File: src/rtl/deser_pkg.sv
// -----------------------------------------------------------------------------
// deser_pkg
// Shared constants and types for the 1:4 deserializer.
//   NUM_SLOTS  : number of samples per assembled word
//   SLOT_W     : width of the slot index
//   slot_idx_t : slot index type
//   LAST_SLOT  : index of the slot whose acceptance completes a word
//   next_slot  : modulo-4 slot increment
// -----------------------------------------------------------------------------
package deser_pkg;

    localparam int NUM_SLOTS = 4;
    localparam int SLOT_W    = 2;

    typedef logic [SLOT_W-1:0] slot_idx_t;

    localparam slot_idx_t LAST_SLOT = 2'd3;

    // The 2-bit slot index wraps 3 -> 0 on its own, so no explicit compare is needed.
    function automatic slot_idx_t next_slot(input slot_idx_t s);
        return s + 2'd1;
    endfunction

endpackage

File: src/rtl/deser_out_reg.sv
// -----------------------------------------------------------------------------
// deser_out_reg
// Output holding stage: a valid/data register with stall.
//   clk, rst_n   : clock, asynchronous active-low reset
//   i_load       : a completed word is presented this cycle
//   i_load_data  : the completed word
//   i_ready      : downstream consumer takes the held word
//   o_valid      : o_data holds a complete word
//   o_data       : the held word
// A load on the same edge as a drain keeps o_valid high with the new word.
// -----------------------------------------------------------------------------
module deser_out_reg #(
    parameter int DW = 4
) (
    input  logic          clk,
    input  logic          rst_n,
    input  logic          i_load,
    input  logic [DW-1:0] i_load_data,
    input  logic          i_ready,
    output logic          o_valid,
    output logic [DW-1:0] o_data
);

    logic          r_valid;
    logic [DW-1:0] r_data;

    // Holding register: load wins over drain, otherwise hold stable while stalled.
    always_ff @(posedge clk or negedge rst_n) begin
        if (!rst_n) begin
            r_valid <= 1'b0;
            r_data  <= '0;
        end else if (i_load) begin
            r_valid <= 1'b1;
            r_data  <= i_load_data;
        end else if (r_valid && i_ready) begin
            r_valid <= 1'b0;
        end else begin
            r_valid <= r_valid;
        end
    end

    assign o_valid = r_valid;
    assign o_data  = r_data;

endmodule

File: src/rtl/deser1_4.sv
// -----------------------------------------------------------------------------
// deser1_4
// 1:4 deserializer: collects four W-bit samples into one 4*W-bit word.
//   clk, rst_n           : clock, asynchronous active-low reset
//   in_valid/in_ready    : input sample handshake
//   in_data              : W-bit sample
//   in_sof               : start of frame, forces the sample into slot 0
//   out_valid/out_ready  : output word handshake
//   out_data             : assembled word, slot k at bits [k*W +: W]
//   slot                 : index of the next slot to fill
//   sync_err, err_clr    : sticky misalignment flag and its clear
// Only slots 0-2 are stored; slot 3 is taken straight from in_data when the
// word completes, so the word reaches out_data on the edge of the 4th sample.
// -----------------------------------------------------------------------------
module deser1_4
    import deser_pkg::*;
#(
    parameter int W = 1
) (
    input  logic                   clk,
    input  logic                   rst_n,
    input  logic                   in_valid,
    output logic                   in_ready,
    input  logic [W-1:0]           in_data,
    input  logic                   in_sof,
    output logic                   out_valid,
    input  logic                   out_ready,
    output logic [NUM_SLOTS*W-1:0] out_data,
    output logic [SLOT_W-1:0]      slot,
    output logic                   sync_err,
    input  logic                   err_clr
);

    slot_idx_t                r_slot;
    logic [W-1:0]             r_asm [0:NUM_SLOTS-2];
    logic                     r_sync_err;

    logic                     w_accept;
    logic                     w_complete;
    logic                     w_misalign;
    logic [NUM_SLOTS*W-1:0]   w_word;

    // Stall only when the last slot would overwrite a word still waiting downstream.
    assign in_ready   = ~((r_slot == LAST_SLOT) && out_valid && ~out_ready);
    assign w_accept   = in_valid && in_ready;
    assign w_complete = w_accept && ~in_sof && (r_slot == LAST_SLOT);
    assign w_misalign = w_accept && in_sof && (r_slot != 2'd0);
    assign w_word     = {in_data, r_asm[2], r_asm[1], r_asm[0]};

    // Slot counter and assembly slots; SOF restarts the frame at slot 0.
    always_ff @(posedge clk or negedge rst_n) begin
        if (!rst_n) begin
            r_slot <= 2'd0;
            for (int k = 0; k < NUM_SLOTS - 1; k++) begin
                r_asm[k] <= '0;
            end
        end else if (w_accept) begin
            if (in_sof) begin
                r_asm[0] <= in_data;
                r_slot   <= 2'd1;
            end else begin
                case (r_slot)
                    2'd0:    r_asm[0] <= in_data;
                    2'd1:    r_asm[1] <= in_data;
                    2'd2:    r_asm[2] <= in_data;
                    default: r_asm[0] <= r_asm[0];
                endcase
                r_slot <= next_slot(r_slot);
            end
        end else begin
            r_slot <= r_slot;
        end
    end

    // Sticky misalignment flag; a new error beats a simultaneous clear.
    always_ff @(posedge clk or negedge rst_n) begin
        if (!rst_n) begin
            r_sync_err <= 1'b0;
        end else if (w_misalign) begin
            r_sync_err <= 1'b1;
        end else if (err_clr) begin
            r_sync_err <= 1'b0;
        end else begin
            r_sync_err <= r_sync_err;
        end
    end

    deser_out_reg #(
        .DW (NUM_SLOTS * W)
    ) u_out_reg (
        .clk         (clk),
        .rst_n       (rst_n),
        .i_load      (w_complete),
        .i_load_data (w_word),
        .i_ready     (out_ready),
        .o_valid     (out_valid),
        .o_data      (out_data)
    );

    assign slot     = r_slot;
    assign sync_err = r_sync_err;

endmodule

File: config.mk
export PLATFORM = sky130hd
export DESIGN_NAME = deser1_4
export DESIGN_NICKNAME = d
export VERILOG_FILES = /design/src/rtl/deser_pkg.sv /design/src/rtl/deser_out_reg.sv /design/src/rtl/deser1_4.sv
export SDC_FILE = /design/constraint.sdc
export NUM_CORES = 1
export LEC_CHECK = 0
export ABC_AREA = 1
export BUFFER_PORTS_ARGS = -buffer_cell sky130_fd_sc_hd__buf_2
export CORE_MARGIN = 3
export CORE_UTILIZATION = 43
export CTS_CLUSTER_SIZE = 40
export DETAILED_ROUTE_END_ITERATION = 10
export PLACE_DENSITY = 0.68
export SYNTH_ARGS = -nofsm -noshare
export SYNTH_HDL_FRONTEND = slang
export SYNTH_SLANG_ARGS = --single-unit
File: constraint.sdc
create_clock -name clk -period 1.3 [get_ports clk]
set_clock_uncertainty 0.1 [all_clocks]
set_input_delay 0 -clock clk [delete_from_list [all_inputs] [get_ports clk]]
set_output_delay 0 -clock clk [all_outputs]
set_load 0.01 [all_outputs]
==> flow_summary.toml <==
[status]
outcome = "completed"

[power]
power_frac_seq_pct = 45.3
finalPower_mw = 1.108
clkPwrFrac_pct = 21.8
p_comb_share_pct = 32.9
power_leakage_nw = 0.4369
irDropWorstVdd_uv = 637.0
cellPowerDensity_mw_per_mm2 = 1340
p_sw_mw = 0.3756
switching_share_pct = 33.89
intPower_mw = 0.7327

[drt]
dr.pass1.iters = 3
postRouteAntennaNets = 0
avgViaCountPerCell = 4.721
drt-initial-drc-count = 4
drc_errors = 0
vias = 491
drt_wl_total_um = 1254
route.detailed.wl_per_inst_um = 12.06

[setup_path]
start_kind = "flop"
cp_cell_sequence = "ha_4, nand2_4, nor2_4, nor2_8, buf_6, nand4_1, nand2_1"
max_stage_delay_ps = 450
slowest_stage = "dfrtp_2"
arrival_ps = 1420
crit_end = "r_asm[1]"
crit_path_end_kind = "flop"
ff2ff_path_depth = 7
critPathKind = "flop to flop"
cp_max_fo = 6
required_ps = 1420
r2r_slack_ps = 4
reg2reg_from = "slot[0]"
r2r_end = "r_asm[1]"
cp-startpoint = "slot[0]"

[synth]
yosys_warnings = 0
syn_nets = 71
netlist_instances = 60
synth.cell_area_um2 = 574.3
synth_seq_area_share_pct = 47.93
synth_seq_cells = 11
ys_types = 14
synth_area_per_cell_um2 = 9.572

[timing]
period_minus_slack_ps = 1296
timing.final.setup_violations = 0
post-route-period-util_pct = 99.68
slew_violations = 0
worst_pin_slew_ps = 255.6
rsz0062_at_grt = "true"
clock.fmax_mhz = 771.7
whs_ps = 12.24
slew-limit-headroom_pct = 82.96
finalHoldViolCount = 0

[floorplan]
die_y_um = 42.55
die-width_um = 42.55
rows = 12
start_util_pct = 49.04
die-area_mm2 = 0.001810
coreArea_mm2 = 0.001171
ioPinCount = 16

[placement]
placed_area_um2 = 669.4
place_hpwl_um = 799.1
gp_congestion = 0.7029
place.port_buffers = 15

[cts]
cts.path.max_buffers = 2
clkTransAtPathRegs_ps = 80
clk_latency_ps = 280
htree_levels = 1
cts.sinks = 11
cts_tree = "yes"
root_buffer = "clkbuf_4"
cts_made_buffers = 3

[global_routing]
grt_use_total_pct = 16.30
antenna_found_initial = 0
grt_pass1_wl_um = 2132
gr-total-overflow = 0
grt_pass1_vias = 486
grt_max_degree = 12

[layout]
synthToLayoutAreaGrowth_pct = 44.01
n_antenna_cell = 0
fin_area_um2 = 827.0
final_util_pct = 70.62
drive_gt1_share_pct = 43.33
nets = 102

[hold_path]
hold_class = "primary input to asynchronous set/reset pin"

[run]
max_cap_viol_count = 0
## sequential cells by signal, indices dropped and copies added, names as in the netlist
signal / count
u_out_reg.o_data: 4
r_asm: 3
slot: 2
sync_err: 1
u_out_reg.o_valid: 1
## power groups by stage
stage | Combinational (mW) | Sequential (mW) | Clock (mW)
6_report | 0.365 | 0.502 | 0.242
5_1_grt | 0.417 | 0.517 | 0.266
4_1_cts | 0.342 | 0.499 | 0.251
3_5_place_dp | 0.304 | 0.504 | 0
3_3_place_gp | 0.298 | 0.499 | 0
2_1_floorplan | 0.148 | 0.536 | 0
## how the worst min path moves through the flow
stage                from                 to  slack, ps  cells past startpoint
finish              rst_n  u_out_reg.o_valid         10                      2
global route        rst_n           r_asm[1]         30                      2
CTS                 rst_n  u_out_reg.o_valid         20                      2
detailed placement  rst_n  u_out_reg.o_valid       -220                      1
global placement    rst_n  u_out_reg.o_valid       -220                      1
floorplan           rst_n           r_asm[0]       -400                      0
## cell usage in the layout (no fill, tap or decap), types with 4 or more instances in the layout
master,instances
inv_2,4
buf_2,15
dfrtp_1,10
nand2_1,12
nand4_1,4
dlygate4sd3_1,6
o21ai_1,5
inv_1,7
## synthesized netlist by cell type (all sizes together)
master | n | area, um2
nand4 | 5 | 46.29
inv | 11 | 41.29
o21ai | 8 | 43.79
nor2 | 2 | 31.28
ha | 4 | 50.05
nand3 | 4 | 25.02
nand2 | 15 | 61.31
dfrtp | 11 | 275.3
## metrics by stage
stage | instances | TNS, ps | setup WS [ps]
after global placement | 89 | 0 | 45.62
after CTS | 101 | 0 | 12.51
after global routing | 104 | -299.3 | -63.39
after detailed placement | 89 | 0 | 12.41
final | 104 | 0 | 4.189
after floorplan | 60 | 0 | 43.17
## per-layer routing
layer | wire (um) | vias up | GRT usage, %
met2 | 594 | 13 | 23.71
met1 | 560 | 215 | 20.74
li1 | - | 258 | -
met3 | 57 | 5 | 3.004
met4 | 42 | 0 | 13.04
met5 | 0 | - | 0
## cells by family (layout without fill, tap and decap cells)
| logic type | count (synthesis) | in the layout | share of synthesized area, % |
|---|---|---|---|
| flip-flops | 11 | 11 | 47.93 |
| adder cells (fa/ha/maj) | 4 | 4 | 8.715 |
| buffers and inverters | 11 | 41 | 7.190 |
| AND/OR/NAND/NOR | 26 | 26 | 28.54 |
| AO/OA/AOI/OAI | 8 | 8 | 7.625 |
## final cells by class
type	instances	area, um2
Fill cell	94	344.1
Clock buffer	4	26.28
Sequential cell	11	276.5
Inverter	11	41.29
Multi-Input combinational cell	38	285.3
Tap cell	14	17.52
Timing Repair Buffer	26	180.2
## worst max-delay path, delay by kind of cell (launching register included)
| kind | cells | cell delay [ps] |
|---|---|---|
| fa+ha+maj | 1 | 180 |
| buf+inv | 1 | 130 |
| flops | 1 | 450 |
| simple gates | 5 | 380 |
## what timing repair did
| action | in CTS | in global routing |
|---|---|---|
| resized for setup | 2 | 10 |
| hold endpoints to repair | 19 | 0 |
| setup endpoints to repair | 3 | 7 |
| pin swaps | 1 | 4 |
| hold buffers | 6 | 0 |
| setup buffers | 2 | 3 |
No activity file was read; power rests on OpenSTA's default activity.
